--- src/rtl/hazard_stall_unit.sv ---
// Stall/flush control for load-use, mul/div busy and taken-branch squash.
// Build macro HAZARD_PERF_EN adds the saturating Stall_Cycles counter.
module hazard_stall_unit #(
    parameter int REG_W      = 5,
    parameter int MD_LATENCY = 4
) (
    input  logic             clk,
    input  logic             rst,
    input  logic             ID_EX_MemRead,
    input  logic [REG_W-1:0] ID_EX_Rt,
    input  logic [REG_W-1:0] IF_ID_Rs,
    input  logic [REG_W-1:0] IF_ID_Rt,
    input  logic             IF_ID_UsesRt,
    input  logic             IF_ID_ReadsHiLo,
    input  logic             IF_ID_IsMulDiv,
    input  logic             MD_Start,
    input  logic             EX_Branch_Taken,
    output logic             PCWrite,
    output logic             IF_ID_Write,
    output logic             IF_ID_Flush,
    output logic             ID_EX_Flush,
    output logic             MD_Busy,
    output logic [31:0]      Stall_Cycles
);
    localparam int CW = (MD_LATENCY > 1) ? $clog2(MD_LATENCY) : 1;
    localparam logic [CW-1:0] MD_INIT = CW'(MD_LATENCY - 1);

    typedef enum logic {S_RUN, S_MD} state_t;

    state_t        state_q;
    logic [CW-1:0] md_cnt_q;
    logic          load_use;
    logic          md_hz;
    logic          stall;

    // A mul/div in flight is older than any branch, so squash never touches it
    always_ff @(posedge clk or posedge rst) begin
        if (rst) begin
            state_q  <= S_RUN;
            md_cnt_q <= '0;
        end else begin
            case (state_q)
                S_RUN: begin
                    if (MD_Start) begin
                        state_q  <= S_MD;
                        md_cnt_q <= MD_INIT;
                    end
                end
                S_MD: begin
                    if (md_cnt_q != '0)
                        md_cnt_q <= md_cnt_q - CW'(1);
                    else
                        state_q <= S_RUN;
                end
                default: state_q <= S_RUN;
            endcase
        end
    end

    assign MD_Busy = (state_q == S_MD);

    always_comb begin
        load_use = ID_EX_MemRead && (ID_EX_Rt != '0) &&
                   ((ID_EX_Rt == IF_ID_Rs) ||
                    (IF_ID_UsesRt && (ID_EX_Rt == IF_ID_Rt)));
        md_hz    = (state_q == S_MD) && (IF_ID_ReadsHiLo || IF_ID_IsMulDiv);
        stall    = load_use || md_hz;
    end

    always_comb begin
        PCWrite     = 1'b1;
        IF_ID_Write = 1'b1;
        IF_ID_Flush = 1'b0;
        ID_EX_Flush = 1'b0;
        if (rst) begin
            PCWrite     = 1'b0;
            IF_ID_Write = 1'b0;
            IF_ID_Flush = 1'b1;
            ID_EX_Flush = 1'b1;
        end else if (EX_Branch_Taken) begin
            IF_ID_Flush = 1'b1;
            ID_EX_Flush = 1'b1;
        end else if (stall) begin
            PCWrite     = 1'b0;
            IF_ID_Write = 1'b0;
            ID_EX_Flush = 1'b1;
        end
    end

`ifdef HAZARD_PERF_EN
    logic [31:0] stall_cnt_q;
    logic [31:0] stall_cnt_d;

    always_comb begin
        stall_cnt_d = stall_cnt_q;
        if (stall && !EX_Branch_Taken && (stall_cnt_q != '1))
            stall_cnt_d = stall_cnt_q + 32'd1;
    end

    always_ff @(posedge clk or posedge rst) begin
        if (rst)
            stall_cnt_q <= '0;
        else
            stall_cnt_q <= stall_cnt_d;
    end

    assign Stall_Cycles = stall_cnt_q;
`else
    assign Stall_Cycles = 32'd0;
`endif
endmodule

--- config.mk ---
export PLATFORM = sky130hd
export DESIGN_NAME = hazard_stall_unit
export DESIGN_NICKNAME = d
export VERILOG_FILES = /design/src/rtl/hazard_stall_unit.sv
export SDC_FILE = /design/constraint.sdc
export NUM_CORES = 1
export LEC_CHECK = 0
export ABC_AREA = 0
export CAP_MARGIN = 20
export CORE_MARGIN = 4
export CORE_UTILIZATION = 28
export CTS_CLUSTER_DIAMETER = 50
export CTS_CLUSTER_SIZE = 30
export DETAILED_ROUTE_END_ITERATION = 10
export GPL_ROUTABILITY_DRIVEN = 0
export MAX_ROUTING_LAYER = met4
export PLACE_DENSITY = 0.76
export SKIP_LAST_GASP = 1
export SLEW_MARGIN = 40
export SYNTH_ARGS = -nofsm -noshare
export SYNTH_HDL_FRONTEND = slang
export SYNTH_SLANG_ARGS = --single-unit
--- constraint.sdc ---
create_clock -name clk -period 1.65 [get_ports clk]
set_input_delay 0.33 -clock clk [delete_from_list [all_inputs] [get_ports clk]]
set_output_delay 0.33 -clock clk [all_outputs]
set_load 0.05 [all_outputs]
==> results of run 1 <==
[logic make-up after synthesis]
group / synth area share (%)
other: 0.678
AND/OR/NAND/NOR: 10.4
adder cells (fa/ha/maj): 2.26
AO/OA/AOI/OAI: 9.73
buffers and inverters: 47.5
XOR/XNOR: 15.8
flip-flops: 13.6
[Yosys cell counts]
cell type  number
a21oi_1         3
a32oi_1         1
buf_4          33
conb_1          1
dfrtp_1         3
ha_1            1
inv_1           4
nor2_1          7
nor2b_1         1
nor3_1          1
nor4_2          1
o211ai_1        1
o21ai_0         1
o21ai_2         1
o31a_1          1
or4_1           1
xnor2_1         1
xor2_1          9
[layer usage]
layer | GRT usage [%] | wire, um
met1 | 7.00 | 329
met2 | 20.5 | 823
met3 | 1.71 | 102
met4 | 5.11 | 0
met5 | - | 0
[state kept, by name, indices dropped and copies added (netlist names)]
| name | flops |
|---|---|
| md_cnt_q | 2 |
| MD_Busy | 1 |
[final cells by class]
class	count	area [um2]
fillers	181	985
well taps	25	31.3
inverters	4	15.0
repair buffers	30	324
clock buffers	4	26.3
flip-flops and latches	3	75.1
multi-input cells	62	345
[per-stage QoR]
stage | util (%) | std cells | area (um2) | setup slack (ps)
final | 45.3 | 128 | 817 | -203
after global routing | 45.3 | 128 | 817 | -277
after CTS | 45.1 | 128 | 812 | -272
after detailed placement | 43.5 | 124 | 785 | -614
after global placement | 43.5 | 124 | 785 | -602
after floorplan | - | 102 | 671 | -349
[repair_timing]
action,CTS,global route
setup endpoints to repair,3,3
gates resized for setup,45,1
buffers inserted,0,0
pin swaps,11,2
[worst max path at each step]
| stage | from | endpoint | slack (ps) |
|---|---|---|---|
| after floorplan | ID_EX_Rt[4] | ID_EX_Flush | -350 |
| after global placement | ID_EX_Rt[2] | IF_ID_Write | -600 |
| after detailed placement | ID_EX_Rt[2] | PCWrite | -610 |
| after CTS | IF_ID_Rt[0] | PCWrite | -270 |
| after global routing | IF_ID_Rt[0] | PCWrite | -280 |
| final | IF_ID_Rt[0] | PCWrite | -200 |
[power by group]
group	leakage (uW)	internal, uW	switching (uW)
clock network	0.0000150	90.4	34.3
logic	0.000369	181	363
registers	0.0000324	114	28.2
[critical path, stage by stage]
cell and delay (ps):
buf_6 90, xor2_1 160, nor4_2 260, a32oi_1 150, o31a_2 360, buf_12 160
==> results.toml, run 1 <==
[outcome]
outcome = "complete, but fails checks"
violations = "setup timing"

[critical_path]
reg2reg_to = "md_cnt_q[1]$_DFFE_PP0P_"
worst-path-max-fanout = 2
r2r_start = "md_cnt_q[0]$_DFFE_PP0P_"
arrival_ps = 1520
start_kind = "input pin"
worst-setup-path-type = "input pin to output port"
reg2reg_depth = 5
critical_path_required_ps = 1320
reg2reg_slack_ps = 550
crit_path_end_kind = "output port"

[run]
drv_cap = 0

[routing]
routed_wl_mm = 1.26
viasPerCell = 3.59
first_pass_iters = 4
wl_per_cell_um = 9.81
drtIter0Drc = 1
drtAntennaViolNets = 0
drc = 0
vias = 460

[global_routing]
track_usage_pct = 9.54
grt_max_degree = 6
grt_pass1_wl_mm = 1.78
grt.overflow.total = 0
grt_pass1_vias = 442
antenna_found_initial = 0

[timing]
fmax_mhz = 540
whs_ps = 349
period_share_pct = 112
drv_slew = 0
rsz0062_at_grt = "yes"
skew_ps = 0.0245
setup_viol = 3
fin_ws_ps = -203
hold_viol_final = 0
finalSetupTns_ps = -567
fin_crit_ps = 1850

[floorplanning]
row_count = 15
dieArea_mm2 = 0.00275
ioPinCount = 60
core_area_mm2 = 0.00180
chipHeight_um = 52.4
dieWidth_um = 52.4
start_util_pct = 30.7

[clock_tree]
numCtsBuffers = 3
postCtsHoldBufs = 0
h-tree-depth = 1
cts.path.max_buffers = 2
clk_latency_ps = 230
cts_tree = "built"
cts_root_buffer = "clkbuf_4"
clkTransAtPathRegs_ps = 40
cts.sinks = 3

[cells_and_area]
layout_commonest_cell = "conb_1"
diodes = 0
mostFrequentLayoutCells = "conb_1 (32), xor2_1 (8), nor2_1 (7), clkdlybuf4s50_1 (7), buf_6 (6)"
fin_nets = 128
drive_above_1_share_pct = 22.3
syn_to_final_growth_pct = 47.7

[logic_synthesis]
synthTopCellsByArea = "buf_4 (45%), xor2_1 (14%), dfrtp_1 (14%), nor2_1 (4.8%), a21oi_1 (2.7%)"
synth.distinct_cells = 18
synth_top_area_share_pct = 44.8
synth_cells = 71
syn_avg_cell_area_um2 = 7.79
syn_area_um2 = 553
synth-warning-count = 0
ys_ff_latch = 3
synth_area_leader_cell = "buf_4"
yosysSeqAreaShare_pct = 13.6

[placement]
portBuffers = 27
hpwl_mm = 1.16

[pwr]
ir_worst_vdd_mv = 0.441
power.density_mw_per_mm2 = 992
power_uw = 810
p_leak_uw = 0.000416

[worst_hold_path]
min_path_type = "input pin to asynchronous set/reset pin"
(Power assumes the default switching activity.)
==> inputs of run 2 (changes only) <==
- PLACE_DENSITY: 0.76 -> 0.8
- SKIP_CTS_REPAIR_TIMING: not set -> 1
==> results.toml, run 2 (synthesized netlist as in run 1, its figures left out) <==
[outcome]
outcome = "complete, but fails checks"
violations = "setup timing"

[critical_path]
max_stage_delay_ps = 410
crit_path_end_kind = "output port"
start_kind = "input pin"
crit_buf_inv = 3
worst-path-max-fanout = 2
critPathTopFamily = "compound AO/OA/AOI/OAI gates"
worst-setup-path-type = "input pin to output port"
arrival_ps = 1610
cp_slowest_cell = "o31a_2"
path_cells = "clkbuf_2 > buf_4 > xor2_1 > nor3_1 > a32oi_1 > o31a_2 > buf_12"
critical_path_required_ps = 1320

[floorplanning]
dieWidth_um = 52.4
row_count = 15
start_util_pct = 30.7
ioPinCount = 60
chipHeight_um = 52.4
core_area_mm2 = 0.00180
dieArea_mm2 = 0.00275

[timing]
period_share_pct = 118
skew_ps = 2.73
drv_slew = 0
fin_ws_ps = -292
setup_viol = 3
fmax_mhz = 515
fin_crit_ps = 1940
rsz0062_at_grt = "yes"
hold_viol_final = 0

[routing]
first_pass_iters = 3
wl_per_cell_um = 11.6
routed_wl_mm = 1.51
drc = 0
drtAntennaViolNets = 0
drtIter0Drc = 2
viasPerCell = 3.72
vias = 483

[pwr]
power.density_mw_per_mm2 = 1020
ir_worst_vdd_mv = 0.297
p_leak_uw = 0.000502

[clock_tree]
cts.sinks = 3
clk_latency_ps = 250
numCtsBuffers = 3
h-tree-depth = 1
cts_tree = "built"
cts_root_buffer = "clkbuf_4"
clkTransAtPathRegs_ps = 40
cts.path.max_buffers = 2

[placement]
hpwl_mm = 1.26
post-place-cells = 126
portBuffers = 27
placed_cell_area_um2 = 812

[global_routing]
grt_busiest_layer = "met2"
grt_max_degree = 5
use_met3_pct = 2.56
antenna_found_initial = 0
grtUsageMet2_pct = 19.8
track_usage_pct = 9.84
grt_pass1_vias = 429
grt_pass1_wl_mm = 1.79
grt_util_met1_pct = 6.83
grt.overflow.total = 0

[cells_and_area]
postLayoutCellArea_um2 = 875
regArea_um2 = 75.1
mostFrequentLayoutCells = "conb_1 (32), dlymetal6s2s_1 (9), nor2_1 (7), clkdlybuf4s50_1 (7)"
regMostFlops = "md_cnt_q"
layout_commonest_cell = "conb_1"
n_fill_cell = 179
largest_reg_flops = 2
diodes = 0
syn_to_final_growth_pct = 58.1
final_cells = 130
drive_above_1_share_pct = 23.8
fin_nets = 130
multiInputGateArea_um2 = 355

[run]
drv_cap = 0

[worst_hold_path]
min_path_type = "input pin to asynchronous set/reset pin"
==> run 2: changes by cell type in the layout (fill, tap and decap cells not counted), sizes merged <==
cell,previous run,this run
buf,15,14
clkbuf,4,6
clkdlybuf4s15,3,0
dlygate4sd2,5,0
dlymetal6s2s,0,9
==> run 2: final timing paths <==
check | start | slack (ps) | to | depth (start not counted)
worst max-delay path | ID_EX_Rt[4] | -290 | IF_ID_Write | 7
worst min-delay path | rst | 340 | md_cnt_q[0]$_DFFE_PP0P_ | 2
worst max register to register | md_cnt_q[0]$_DFFE_PP0P_ | 510 | md_cnt_q[1]$_DFFE_PP0P_ | 5
worst min register to register | md_cnt_q[0]$_DFFE_PP0P_ | 470 | md_cnt_q[0]$_DFFE_PP0P_ | 1
max in group asynchronous | rst | 1180 | md_cnt_q[1]$_DFFE_PP0P_ | 2
min in group clk | md_cnt_q[0]$_DFFE_PP0P_ | 470 | md_cnt_q[0]$_DFFE_PP0P_ | 1
==> run 2: cell type report <==
| cell class | instances | area share [%] |
|---|---|---|
| Inverter | 4 | 1.72 |
| Sequential cell | 3 | 8.58 |
| Tap cell | 25 | 3.58 |
| Multi-Input combinational cell | 62 | 40.6 |
| Timing Repair Buffer | 32 | 42.5 |
| Clock buffer | 4 | 3.00 |
==> run 2: report_power, final <==
group / internal (uW) / total (uW) / leakage (uW) / switching [uW]
Clock: 91.2 / 139 / 0.0000150 / 47.6
Combinational: 232 / 620 / 0.000455 / 388
Sequential: 113 / 135 / 0.0000324 / 21.8
==> run 2: layer usage <==
| layer | vias to the layer above | routed length (um) | share of wire (%) |
|---|---|---|---|
| met5 | - | 0 | 0 |
| li1 | 227 | - | - |
| met4 | 0 | 51 | 3.4 |
| met3 | 4 | 158 | 10 |
| met1 | 217 | 425 | 28 |
| met2 | 35 | 879 | 58 |
==> run 2: stage by stage <==
step	util [%]	total power [uW]	worst slack [ps]	TNS, ps	hold slack [ps]
2_1_floorplan	-	572	-349	-605	83.6
3_3_place_gp	45.1	737	-563	-1660	453
3_5_place_dp	45.1	755	-629	-1820	468
4_1_cts	46.5	897	-635	-1840	331
5_1_grt	48.5	940	-321	-877	356
6_report	48.5	894	-292	-759	340
==> inputs of run 3 (changes only) <==
- ABC_CLOCK_PERIOD_IN_PS: not set -> 1650
==> results of run 3 <==
The final DEF is identical to that of run 2; final timing and power are the same.
